--- src/rtl/or_unit_rr_arbiter_if.sv ---
// Handshake bundle for the shared OR unit: NREQ operand ports in, one result port out.
// The package carries the width helper shared by the interface and the arbiter.
package or_unit_rr_arbiter_pkg;
   function automatic int min_int(input int x, input int y);
      return (x < y) ? x : y;
   endfunction
endpackage

interface or_unit_rr_arbiter_if
   import or_unit_rr_arbiter_pkg::*;
#(
   parameter int A    = 16,
   parameter int B    = 8,
   parameter int NREQ = 4,
   parameter int IDW  = 2,
   parameter int W    = min_int(A, B)
);
   logic [NREQ-1:0]   req_valid;
   logic [NREQ-1:0]   req_ready;
   logic [NREQ*A-1:0] req_a;
   logic [NREQ*B-1:0] req_b;
   logic              out_valid;
   logic              out_ready;
   logic [W-1:0]      out_c;
   logic [IDW-1:0]    out_id;

   modport master (
      output req_valid, req_a, req_b, out_ready,
      input  req_ready, out_valid, out_c, out_id
   );

   modport slave (
      input  req_valid, req_a, req_b, out_ready,
      output req_ready, out_valid, out_c, out_id
   );
endinterface

--- src/rtl/or_unit_rr_arbiter.sv ---
// Round-robin arbiter sharing one OR combine unit between NREQ requesters,
// with a single registered, pass-through result stage.
module or_unit_rr_arbiter
   import or_unit_rr_arbiter_pkg::*;
#(
   parameter int A    = 16,
   parameter int B    = 8,
   parameter int NREQ = 4,
   parameter int IDW  = 2,
   parameter int CNTW = 8
) (
   input  logic                  clk,
   input  logic                  rst,
   or_unit_rr_arbiter_if.slave   arb,
   output logic [CNTW-1:0]       txn_count
);
   localparam int W = min_int(A, B);
   localparam logic [IDW:0] NL = (IDW+1)'(NREQ);

   typedef enum logic {EMPTY, FULL} state_e;

   state_e          state_q;
   logic [W-1:0]    out_c_q;
   logic [IDW-1:0]  out_id_q;
   logic [IDW-1:0]  ptr_q;
   logic [CNTW-1:0] txn_q;

   logic              can_accept;
   logic              out_hs;
   logic              grant_en;
   logic              hit;
   logic [IDW-1:0]    gnt;
   logic [IDW-1:0]    ptr_d;
   logic [2*NREQ-1:0] dbl;
   logic [2*NREQ-1:0] shr;
   logic [NREQ-1:0]   rot;
   logic [NREQ-1:0]   onehot;
   logic [A-1:0]      a_sel;
   logic [B-1:0]      b_sel;
   logic [W-1:0]      c_d;

   assign out_hs     = (state_q == FULL) & arb.out_ready;
   assign can_accept = (state_q == EMPTY) | arb.out_ready;

   // Rotate the request vector so bit 0 is the requester at ptr.
   assign dbl = {arb.req_valid, arb.req_valid};
   assign shr = dbl >> ptr_q;
   assign rot = shr[NREQ-1:0];

   always_comb begin : pick
      logic [IDW:0] sum;
      sum = '0;
      hit = 1'b0;
      for (int i = NREQ - 1; i >= 0; i--) begin
         if (rot[i]) begin
            sum = {1'b0, ptr_q} + (IDW+1)'(i);
            hit = 1'b1;
         end
      end
      if (sum >= NL) sum = sum - NL;
      gnt = sum[IDW-1:0];
   end

   always_comb begin : next_ptr
      logic [IDW:0] nx;
      nx = {1'b0, gnt} + (IDW+1)'(1);
      if (nx >= NL) nx = '0;
      ptr_d = nx[IDW-1:0];
   end

   assign grant_en      = can_accept & hit & ~rst;
   assign onehot        = NREQ'(1) << gnt;
   assign arb.req_ready = grant_en ? onehot : '0;

   always_comb begin
      a_sel = '0;
      b_sel = '0;
      for (int i = 0; i < NREQ; i++) begin
         if (gnt == IDW'(i)) begin
            a_sel = arb.req_a[i*A +: A];
            b_sel = arb.req_b[i*B +: B];
         end
      end
   end

   // Bits of either operand at or above W never reach the result.
   assign c_d = a_sel[W-1:0] | b_sel[W-1:0];

   always_ff @(posedge clk or posedge rst) begin
      if (rst) begin
         state_q  <= EMPTY;
         out_c_q  <= '0;
         out_id_q <= '0;
         ptr_q    <= '0;
         txn_q    <= '0;
      end else begin
         if (grant_en) begin
            state_q  <= FULL;
            out_c_q  <= c_d;
            out_id_q <= gnt;
            ptr_q    <= ptr_d;
         end else if (out_hs) begin
            state_q  <= EMPTY;
         end
         if (out_hs) txn_q <= txn_q + 1'b1;
      end
   end

   assign arb.out_valid = (state_q == FULL);
   assign arb.out_c     = out_c_q;
   assign arb.out_id    = out_id_q;
   assign txn_count     = txn_q;
endmodule

--- src/flat_wrapper.sv ---
// flat-port wrapper written by rule: the top's interface ports become plain ports
module or_unit_rr_arbiter_flat import or_unit_rr_arbiter_pkg::*;
#(
   parameter int A    = 16,
   parameter int B    = 8,
   parameter int NREQ = 4,
   parameter int IDW  = 2,
   parameter int CNTW = 8
)
  (clk, rst, txn_count, arb_req_valid, arb_req_a, arb_req_b, arb_out_ready, arb_req_ready, arb_out_valid, arb_out_c, arb_out_id);
  or_unit_rr_arbiter_if #(.A(A), .B(B), .NREQ(NREQ), .IDW(IDW)) arb_i ();
  input  logic clk;
  input  logic rst;
  output logic [CNTW-1:0] txn_count;
  input wire logic [$bits(arb_i.req_valid)-1:0] arb_req_valid;
  input wire logic [$bits(arb_i.req_a)-1:0] arb_req_a;
  input wire logic [$bits(arb_i.req_b)-1:0] arb_req_b;
  input wire logic [$bits(arb_i.out_ready)-1:0] arb_out_ready;
  output wire logic [$bits(arb_i.req_ready)-1:0] arb_req_ready;
  output wire logic [$bits(arb_i.out_valid)-1:0] arb_out_valid;
  output wire logic [$bits(arb_i.out_c)-1:0] arb_out_c;
  output wire logic [$bits(arb_i.out_id)-1:0] arb_out_id;
  assign arb_i.req_valid = arb_req_valid;
  assign arb_i.req_a = arb_req_a;
  assign arb_i.req_b = arb_req_b;
  assign arb_i.out_ready = arb_out_ready;
  assign arb_req_ready = arb_i.req_ready;
  assign arb_out_valid = arb_i.out_valid;
  assign arb_out_c = arb_i.out_c;
  assign arb_out_id = arb_i.out_id;
  or_unit_rr_arbiter #(.A(A), .B(B), .NREQ(NREQ), .IDW(IDW), .CNTW(CNTW)) u_core (.clk(clk), .rst(rst), .arb(arb_i), .txn_count(txn_count));
endmodule
--- config.mk ---
export PLATFORM = sky130hd
export DESIGN_NAME = or_unit_rr_arbiter_flat
export DESIGN_NICKNAME = d
export VERILOG_FILES = /design/src/rtl/or_unit_rr_arbiter_if.sv /design/src/rtl/or_unit_rr_arbiter.sv /design/src/flat_wrapper.sv
export SDC_FILE = /design/constraint.sdc
export NUM_CORES = 1
export LEC_CHECK = 0
export BUFFER_PORTS_ARGS = -buffer_cell sky130_fd_sc_hd__buf_2
export CAP_MARGIN = 20
export CORE_ASPECT_RATIO = 0.6
export CORE_MARGIN = 1
export CORE_UTILIZATION = 34
export DETAILED_ROUTE_END_ITERATION = 12
export GPL_TIMING_DRIVEN = 0
export PLACE_DENSITY = 0.87
export SKIP_CTS_REPAIR_TIMING = 1
export SLEW_MARGIN = 20
export SYNTH_ARGS = -nofsm -noshare
export SYNTH_HDL_FRONTEND = slang
export SYNTH_SLANG_ARGS = --single-unit
--- constraint.sdc ---
create_clock -name clk -period 1.9 [get_ports clk]
set_input_delay 0.19 -clock clk [delete_from_list [all_inputs] [get_ports clk]]
set_output_delay 0.19 -clock clk [all_outputs]
set_load 0.005 [all_outputs]
# == Yosys cells after proc, flatten, opt, wreduce, memory -nomap -nowiden ==
# Cells that the tools add are included.
# Widths: inputs -> output; s select.
# op_classes
addsub,6
n_lt_le_gt_ge,2
eq_ne,3
shift,2
n_mux,21
n_bitwise,7
reduce_logical,2
# op_table
cell,count
$mux 8,8
$mux 3,4
$add 8x1->8 const B,1
$or 8x8->8,1
$shr 8x2->4,1
$add 2x1->3 const B,2
$add 2x2->3 const B,2
$ge 3x3->1 const B,2
$mux 1,6
$eq 2x2->1 const B,2
$mux 2,2
$mux 4,1
$shl 1x2->4 const A,1
$and 1x1->1,3
$eq 2x1->1 const B,1
$logic_not 2->1,1
$not 1->1,2
$reduce_bool 2->1,1
$sub 2x1->2 const B,1
$or 1x1->1,1
# word_totals
regBits,21
inputBits,103
out_inout_bits,23
elab_cells,48

# == Depth between registers and ports, before layout ==
# Gate-level depths: netlist of run 1.
# depth
depth_word,13
mapped_depth,8
mapped_depth_nobuf,7

# == Worst setup path after synthesis of run 1 ==
# Ideal clock, no wire load.
# synth_path
path_type,register to register
start,reg u_core.ptr_q[0]
end,"reg u_core.out_c_q[1], in the netlist u_core.arb.out_c[1]"
setup_ns,0.095
arrival_ns,1.930
t_required_ns,1.805
slack_ns,-0.125
path_stages_with_launch,9
n_path_buf,1
synth_period_minus_slack_ns,2.025
path_cell_list,dfrtp_1 -> nor2b_1 -> o21a_1 -> or3_1 -> ha_1 -> clkbuf_1 -> nor3b_1 -> a221o_1 -> a211oi_1
# synth_via
elab_chain_cells,13
elab_cells_between_ends,30
classes_between,add/sub (4); order compare (1); eq/ne (3); shift (1); mux (17); bitwise (3); reduce/logical (1)
# synth_lines
element,line_no,rtl
start: declaration,or_unit_rr_arbiter.sv:25,logic [IDW-1:0] ptr_q;
start signal: assignment,or_unit_rr_arbiter.sv:101,ptr_q <= ptr_d;
$add 2x2->3 or $shr 8x2->4 (tied branches),"or_unit_rr_arbiter.sv:56, or_unit_rr_arbiter.sv:47",
$mux 3 (4 in a row),or_unit_rr_arbiter.sv:55,if (rot[i]) begin
$ge 3x3->1 or $sub 2x1->2 (tied branches),or_unit_rr_arbiter.sv:60,if (sum >= NL) sum = sum - NL;
$mux 2,or_unit_rr_arbiter.sv:60,
$logic_not 2->1,or_unit_rr_arbiter.sv:79,if (gnt == IDW'(i)) begin
$mux 8 (4 in a row),or_unit_rr_arbiter.sv:79,
$or 8x8->8,or_unit_rr_arbiter.sv:87,assign c_d = a_sel[W-1:0] | b_sel[W-1:0];
end signal: assignment,or_unit_rr_arbiter.sv:92,out_c_q <= '0;
end signal: assignment,or_unit_rr_arbiter.sv:99,out_c_q <= c_d;
end: declaration,or_unit_rr_arbiter.sv:23,logic [W-1:0] out_c_q;
# Parallel ways exist; a longest one is shown, timed or not.
# A chain may end at the register's enable or synchronous reset.

# == Worst setup path after layout of run 1 ==
# layout_path
start,reg u_core.ptr_q[0]
end,"reg u_core.out_c_q[7], in the netlist u_core.arb.out_c[7]"
# The elaborated chain is that of the path after synthesis.

==> summary.md, run 1 <==
| Metric | Value |
|---|---|
| Gpl congestion | `0.8258` |
| Clock root cell | `clkbuf_8` |
| Sw Share | `38.69%` |
| Layout area overhead | `60.88%` |
| Warnings, synthesis | `0` |
| Nets | `369` |
| Die Area | `4535 um^2` |
| Hold WC Path Type | `input pin to asynchronous set/reset pin` |
| CP Data Required Time | `2.07 ns` |
| Setup ws final | `-0.2697 ns` |
| Async S/R FF share, synth | `100.0%` |
| Largest net degree at the start of global routing | `31` |
| Mapped Nets | `263` |
| Fin crit share | `114.2%` |
| Share of the synthesized area in the top cell type | `36.27%` |
| Peak fanout along the critical path | `5` |
| Drt drc | `0` |
| Violated checks | `negative setup slack` |
| Max clock buf depth | `2` |
| Vias per inst | `5.435` |
| Combinational share of power | `56.3%` |
| Clk_lat worst skew | `0.26 ns` |
| FMAX | `460.9 MHz` |
| Final setup violating endpoints | `12` |
| CTS tree | `yes` |
| Status | `complete, but fails checks` |
| Top-level I/O count | `126` |
| DRT Pass-1 Iters | `4` |
| Clk pwr share | `11.6%` |
| Setup CP Type | `flop to flop` |
| Post-synth top cells | `21 x dfrtp_1, 11 x nor2_1` |
| Synth Area per Inst | `9.348 um^2` |
| WL/cell | `15.74 um` |
| Sink Count | `21` |
| Vias | `1723` |
| Sequential area share after synthesis | `36.27%` |
| Vias in the first global route | `1500` |
| Mapped Area | `1449 um^2` |
| Chip height | `52.57 um` |
| Final Core Density | `60.21%` |
| Initial antenna violation count | `0` |
| Initial Utilization | `37.43%` |
| GRT Util Overall | `20.38%` |
| Area leader, netlist | `dfrtp_1` |
| Min Tclk post-route | `2.170 ns` |
| Layout cells sized above 1 | `56.15%` |
| PwrDens | `1081 nW/um^2` |
| Distinct cells, synth | `40` |
| Max-slew violation count | `0` |
| Seq pwr share | `32.1%` |
| H-tree Lvls | `1` |
| Row cnt | `17` |
| Slew @ Worst Pin | `0.6839 ns` |
| Internal | `0.001545 W` |
| Max cap viols | `0` |
| Clock Pin Slew Worst Setup and Hold Paths | `0.08 ns` |
| RSZ-0062 raised after global routing | `true` |
| Sw power | `0.0009747 W` |
| Layout Skew | `0.0009388 ns` |
| Crit start category | `flop` |
| Main synth FF type | `dfrtp_1` |
| Total Power Consumption | `0.002519 W` |
| Peak supply drop | `0.4332 mV` |
| GRT Residual Overflow | `0` |
| Initial DRC count | `78` |
| CP startpoint | `u_core.ptr_q[0]` |
| Buffers on Ports | `93` |
| Wire length of the first global-routing pass | `7031 um` |
| Synth Instances | `155` |
| Chip width | `86.28 um` |
| Diodes inserted | `0` |
| Pleak | `1.024 nW` |
| Routed Antenna Nets | `0` |
| # fillers | `350` |
| Synth Register Bits | `21` |
| Worst relative slew slack | `54.02%` |
| Final hold vios | `0` |
| Synth area leaders | `dfrtp_1 36%, a221o_1 4.8%, or3b_1 4.8%, ha_1 4.3%, a211oi_1 4.1%` |
| Routed WL | `4989 um` |
| Most frequent cell after synthesis | `dfrtp_1` |
| Crit Reg-Reg Startpoint | `u_core.ptr_q[0]` |
| Crit path capture type | `flop` |
| Number of synthesized flops with an enable pin | `0` |
| HPWL Detailed | `3553 um` |
| Total CTS buffers | `3` |
| CP arrival | `2.34 ns` |
| Core ar. | `3871 um^2` |
==> path summary, 6_finish.rpt <==
| check | to | cells after the start | slack (ns) |
|---|---|---|---|
| max | u_core.arb.out_c[7] | 8 | -0.27 |
| min | u_core.arb.out_c[7] | 3 | 0.19 |
| max reg2reg | u_core.arb.out_c[7] | 8 | -0.27 |
| min reg2reg | u_core.txn_count[7] | 1 | 0.47 |
| max in group asynchronous | u_core.ptr_q[1] | 3 | 1.25 |
| min in group clk | u_core.txn_count[2] | 3 | 0.30 |
==> worst max-delay path: stages, from the launching register on <==
cell and delay [ns]:
dfrtp_1 0.42, nor2b_2 0.08, o21a_1 0.23, or3_4 0.37
ha_4 0.20, buf_8 0.13, nor3b_1 0.13, a221o_1 0.30
a211oi_2 0.24
==> metrics by stage <==
| step | instance area, um^2 | setup slack [ns] | TNS, ns | hold slack (ns) | std cells |
|---|---|---|---|---|---|
| after detailed placement | 2008 | -0.4235 | -3.115 | 0.4632 | 305 |
| after floorplan | 1470 | -0.04260 | -0.3052 | 0.3939 | 155 |
| after global placement | 2007 | -0.3114 | -2.438 | 0.4583 | 305 |
| after global routing | 2331 | -0.3094 | -2.942 | 0.2497 | 317 |
| final | 2331 | -0.2697 | -2.360 | 0.1864 | 317 |
| after CTS | 2054 | -0.4306 | -4.127 | 0.1934 | 309 |
==> per-layer routing <==
metal  up-vias  share of wire [%]  wire, um  GRT usage [%]
met1       828                 46      2280          27.00
li1        814                  -         -              -
met4         0                1.2        59          2.778
met3        10                7.2       360          5.984
met2        71                 46      2289          33.86
met5         -                  0         0              0
==> state kept, by name, summed over array words and instances (netlist names) <==
signal                flops
u_core.txn_count          8
u_core.arb.out_valid      1
u_core.arb.out_c          8
u_core.ptr_q              2
u_core.arb.out_id         2
==> logic make-up after synthesis <==
group / after synthesis / share of synthesized area, %
AO/OA/AOI/OAI: 43 / 21.50
XOR/XNOR: 7 / 4.232
adder cells (fa/ha/maj): 5 / 4.318
buffers and inverters: 10 / 2.763
flip-flops: 21 / 36.27
multiplexers: 2 / 1.554
AND/OR/NAND/NOR: 67 / 29.36
==> power groups by stage <==
stage	clock network, W	registers [W]	logic (W)
floorplan	0	0.000793	0.000626
global placement	0	0.000793	0.00103
detailed placement	0	0.000802	0.00107
CTS	0.000296	0.000794	0.00107
global route	0.000317	0.000838	0.00155
finish	0.000291	0.000809	0.00142
==> cell type report <==
cell class	instances	area, um^2	area share (%)
multi-input cells	124	1074	46.05
flip-flops and latches	21	526.8	22.60
well taps	57	71.32	3.060
repair buffers	101	559.3	23.99
plain buffers	8	46.29	1.986
inverters	2	7.507	0.3221
clock buffers	3	41.29	1.771
clock inverters	1	5.005	0.2147
==> cells in the final DEF, fill, tap and decap left out, types with 2 or more instances in the layout <==
master    Yosys  final
buf_2         2     96
dfrtp_1      21     20
nor2_1       11      9
o21ai_0       8      8
nor3b_1       8      8
a31oi_1       8      8
or3b_1        8      8
a211oi_2      0      8
a221o_1       7      7
nor4_2        2      7
and2_1        5      5
buf_4         0      5
xnor2_1       4      4
xor2_1        3      3
nand2_1       4      3
nor2b_1       4      3
clkbuf_1      6      3
o31ai_1       3      3
ha_4          0      3
clkbuf_8      0      3
nand4_1       2      2
nand3_1       2      2
nor2_2        0      2
nand2b_1      3      2
nor4_1        8      2
nor3_1        3      2
Note: power is estimated with default switching activity, not from simulation.
==> inputs of run 2 (changes only) <==
--- a/config.mk
+++ b/config.mk
@@ -6,12 +6,13 @@
 export NUM_CORES = 1
 export LEC_CHECK = 0
+export ABC_AREA = 1
 export BUFFER_PORTS_ARGS = -buffer_cell sky130_fd_sc_hd__buf_2
 export CAP_MARGIN = 20
 export CORE_ASPECT_RATIO = 0.6
 export CORE_MARGIN = 1
-export CORE_UTILIZATION = 34
+export CORE_UTILIZATION = 39
 export DETAILED_ROUTE_END_ITERATION = 12
 export GPL_TIMING_DRIVEN = 0
-export PLACE_DENSITY = 0.87
+export PLACE_DENSITY = 0.89
 export SKIP_CTS_REPAIR_TIMING = 1
 export SLEW_MARGIN = 20
==> constraint.sdc (replaced) <==
create_clock -name clk -period 1.9 [get_ports clk]
set_input_delay 0.19 -clock clk [delete_from_list [all_inputs] [get_ports clk]]
set_output_delay 0.19 -clock clk [all_outputs]
set_load 0.02 [all_outputs]
==> summary.md, run 2 <==
| Metric | Value |
|---|---|
| Status | `complete, but fails checks` |
| Violated checks | `negative setup slack` |
| Synth Instances | `304 (+96%)` |
| Diodes inserted | `0 (unchanged)` |
| Initial antenna violation count | `0 (unchanged)` |
| Mapped Area | `1939 um^2 (+34%)` |
| Final hold vios | `0 (unchanged)` |
| Sw power | `0.003450 W (+250%)` |
| Min Tclk post-route | `2.390 ns (+0.2200 ns)` |
| Distinct cells, synth | `30 (-25%)` |
| FMAX | `418.5 MHz (-9.2%)` |
| Total CTS buffers | `3 (unchanged)` |
| Most frequent cells in the layout | `146 x nand2_1, 91 x buf_2, 24 x nand2_2` |
| Initial DRC count | `106 (+36%)` |
| Wire length of the first global-routing pass | `8645 um (+23%)` |
| Pleak | `1.719 nW (+68%)` |
| Vias per inst | `4.923 (-9.4%)` |
| Sw Share | `52.50% (+14 points)` |
| Chip height | `56.62 um (+7.7%)` |
| Peak fanout along the critical path | `9 (+4)` |
| Commonest non-fill, non-tap cell in the layout | `nand2_1` |
| Mapped Nets | `412 (+57%)` |
| Max-slew violation count | `0 (unchanged)` |
| Area leader, netlist | `nand2_1` |
| Hold WC Path Type | `input pin to flop` |
| Combinational share of power | `83.7% (+27 points)` |
| Gpl congestion | `0.8739 (+5.8%)` |
| CP Data Required Time | `2.06 ns (about the same)` |
| Initial Utilization | `41.41% (+4.0 points)` |
| Synth Register Bits | `21 (unchanged)` |
| Main synth FF type | `dfrtp_1` |
| Vias | `2373 (+38%)` |
| WL/cell | `12.72 um (-19%)` |
| Peak supply drop | `0.8117 mV (+87%)` |
| Clock root cell | `clkbuf_8` |
| RSZ-0062 raised after global routing | `true` |
| Seq pwr share | `11.9% (-20 points)` |
| Worst relative slew slack | `71.20% (+17 points)` |
| HPWL Detailed | `4390 um (+24%)` |
| DRT Pass-1 Iters | `4 (unchanged)` |
| Layout area overhead | `52.65%` |
| Most frequent cell after synthesis | `nand2_1` |
| Fin crit share | `125.8% (+12 points)` |
| Routed WL | `6129 um (+23%)` |
| Setup ws final | `-0.4896 ns (-0.2200 ns)` |
| Largest net degree at the start of global routing | `24 (-23%)` |
| Sink Count | `21 (unchanged)` |
| GRT Residual Overflow | `0 (unchanged)` |
| Crit start category | `flop` |
| GRT Util Overall | `20.64% (+0.25 points)` |
| Pre-CTS WS | `-0.5086 ns (-0.08508 ns)` |
| Clk pwr share | `4.4% (-7.2 points)` |
| Final setup violating endpoints | `12 (unchanged)` |
| Async S/R FF share, synth | `100.0% (unchanged)` |
| Setup CP Type | `flop to flop` |
| CP arrival | `2.55 ns (+0.21 ns)` |
| Placed cell areas | `2581 um^2 (+29%)` |
| Crit path capture type | `flop` |
| R2r setup slk | `-0.49 ns (-0.22 ns)` |
| TNS Setup | `-5.296 ns (-2.937 ns)` |
| Drt drc | `0 (unchanged)` |
| Share of the synthesized area in the top cell type | `30.77% (-5.5 points)` |
| Top-level I/O count | `126 (unchanged)` |
| H-tree Lvls | `1 (unchanged)` |
| Max clock buf depth | `2 (unchanged)` |
| Routed Antenna Nets | `0 (unchanged)` |
| Internal | `0.003122 W (+100%)` |
| Slew @ Worst Pin | `0.4287 ns (-0.2552 ns)` |
| Sequential area share after synthesis | `27.10% (-9.2 points)` |
| Row cnt | `19 (+2)` |
| Core ar. | `4683 um^2 (+21%)` |
| CTS tree | `yes` |
| Chip width | `93.04 um (+7.8%)` |
| Finished Cell Area | `2960 um^2 (+27%)` |
| Layout Skew | `0.006305 ns (+0.005367 ns)` |
| Warnings, synthesis | `0 (unchanged)` |
| Clk_lat worst skew | `0.26 ns (about the same)` |
| Synth area leaders | `nand2_1 31%, dfrtp_1 27%, nand3_1 7.0%, mux2i_1 4.1%, nand2_2 3.9%` |
| Die Area | `5268 um^2 (+16%)` |
| Buffers on Ports | `93 (unchanged)` |
| Clock Pin Slew Worst Setup and Hold Paths | `0.08 ns (about the same)` |
| Number of synthesized flops with an enable pin | `0 (unchanged)` |
| Nets | `528 (+43%)` |
| Max cap viols | `0 (unchanged)` |
| Synth Area per Inst | `6.379 um^2 (-32%)` |
| Layout cells sized above 1 | `44.39% (-12 points)` |
| PwrDens | `2220 nW/um^2 (+110%)` |
| Post-synth top cells | `159 x nand2_1, 27 x nand3_1, 21 x dfrtp_1` |
| Vias in the first global route | `2030 (+35%)` |
-- run 2: cell types whose count changed after synthesis, moves of 12 or more --
| cell | before | now |
|---|---|---|
| nand2_1 | 4 | 159 |
| nand3_1 | 2 | 27 |
| inv_1 | 1 | 17 |
| nand2_2 | 0 | 12 |
-- run 2: worst paths after layout --
kind | startpoint | to | depth (start not counted)
max reg2reg | u_core.ptr_q[0] | u_core.arb.out_c[3] | 22
min | arb_req_b[25] | u_core.arb.out_c[1] | 5
max | u_core.ptr_q[0] | u_core.arb.out_c[3] | 22
min in group asynchronous | rst | u_core.arb.out_c[3] | 3
max in group asynchronous | rst | u_core.ptr_q[1] | 4
min reg2reg | u_core.txn_count[7] | u_core.txn_count[7] | 1
-- run 2: power groups by stage --
stage / registers, W / clock network, W / logic (W)
5_1_grt: 0.000808 / 0.000317 / 0.00595
4_1_cts: 0.000778 / 0.000295 / 0.00435
2_1_floorplan: 0.000975 / 0 / 0.00318
6_report: 0.000784 / 0.000290 / 0.00550
3_5_place_dp: 0.000784 / 0 / 0.00434
3_3_place_gp: 0.000774 / 0 / 0.00421
-- run 2: area by class of cell --
cell class	count	area [um^2]
Sequential cell	21	525.5
Multi-Input combinational cell	247	1384
Fill cell	399	1723
Clock buffer	4	45.04
Tap cell	63	78.83
Timing Repair Buffer	113	685.7
Buffer	12	125.1
Inverter	22	116.4
-- run 2: cell families (layout without fill, tap and decap cells) --
| kind of cell | after synthesis | after routing | synth area share (%) |
|---|---|---|---|
| buffers and inverters | 36 | 151 | 9.225 |
| xor gates and xnor gates | 7 | 7 | 3.161 |
| AOI/OAI and AO/OA | 9 | 9 | 3.355 |
| DFF | 21 | 21 | 27.10 |
| adders and majority gates | 5 | 5 | 3.226 |
| and+or+nand+nor | 217 | 217 | 49.23 |
| muxes | 9 | 9 | 4.710 |
-- run 2: layer usage --
layer / GRT usage (%) / wire [um] / up-vias
li1: - / - / 1166
met5: 0 / 0 / -
met2: 38.24 / 2999 / 80
met4: 2.637 / 67 / 0
met1: 25.13 / 2628 / 1118
met3: 4.472 / 435 / 9
-- run 2: metrics by stage --
| step | util, % | cells | total power (W) | hold WS [ns] |
|---|---|---|---|---|
| after floorplan | - | 304 | 0.004158 | 0.2300 |
| after global placement | 55.12 | 460 | 0.004983 | 0.4335 |
| after detailed placement | 55.12 | 460 | 0.005120 | 0.4461 |
| after CTS | 56.08 | 464 | 0.005425 | 0.1663 |
| after global routing | 63.21 | 482 | 0.007078 | 0.2510 |
| final | 63.21 | 482 | 0.006572 | 0.2422 |
-- run 2: worst max-delay path: stages (launching register included) --
cell,delay [ns]
dfrtp_1,0.38
buf_6,0.15
clkinv_8,0.09
nand2_8,0.07
nand2_2,0.05
nand2_1,0.05
nand2_1,0.04
nor2_1,0.09
nand2_1,0.06
nand2_1,0.06
nand2_2,0.09
inv_2,0.11
ha_4,0.21
inv_8,0.07
buf_8,0.13
nand3_2,0.05
nand2_1,0.05
nand2_1,0.06
nand2_1,0.07
mux2i_2,0.19
nand2_1,0.09
nand2_2,0.07
nand2_1,0.04
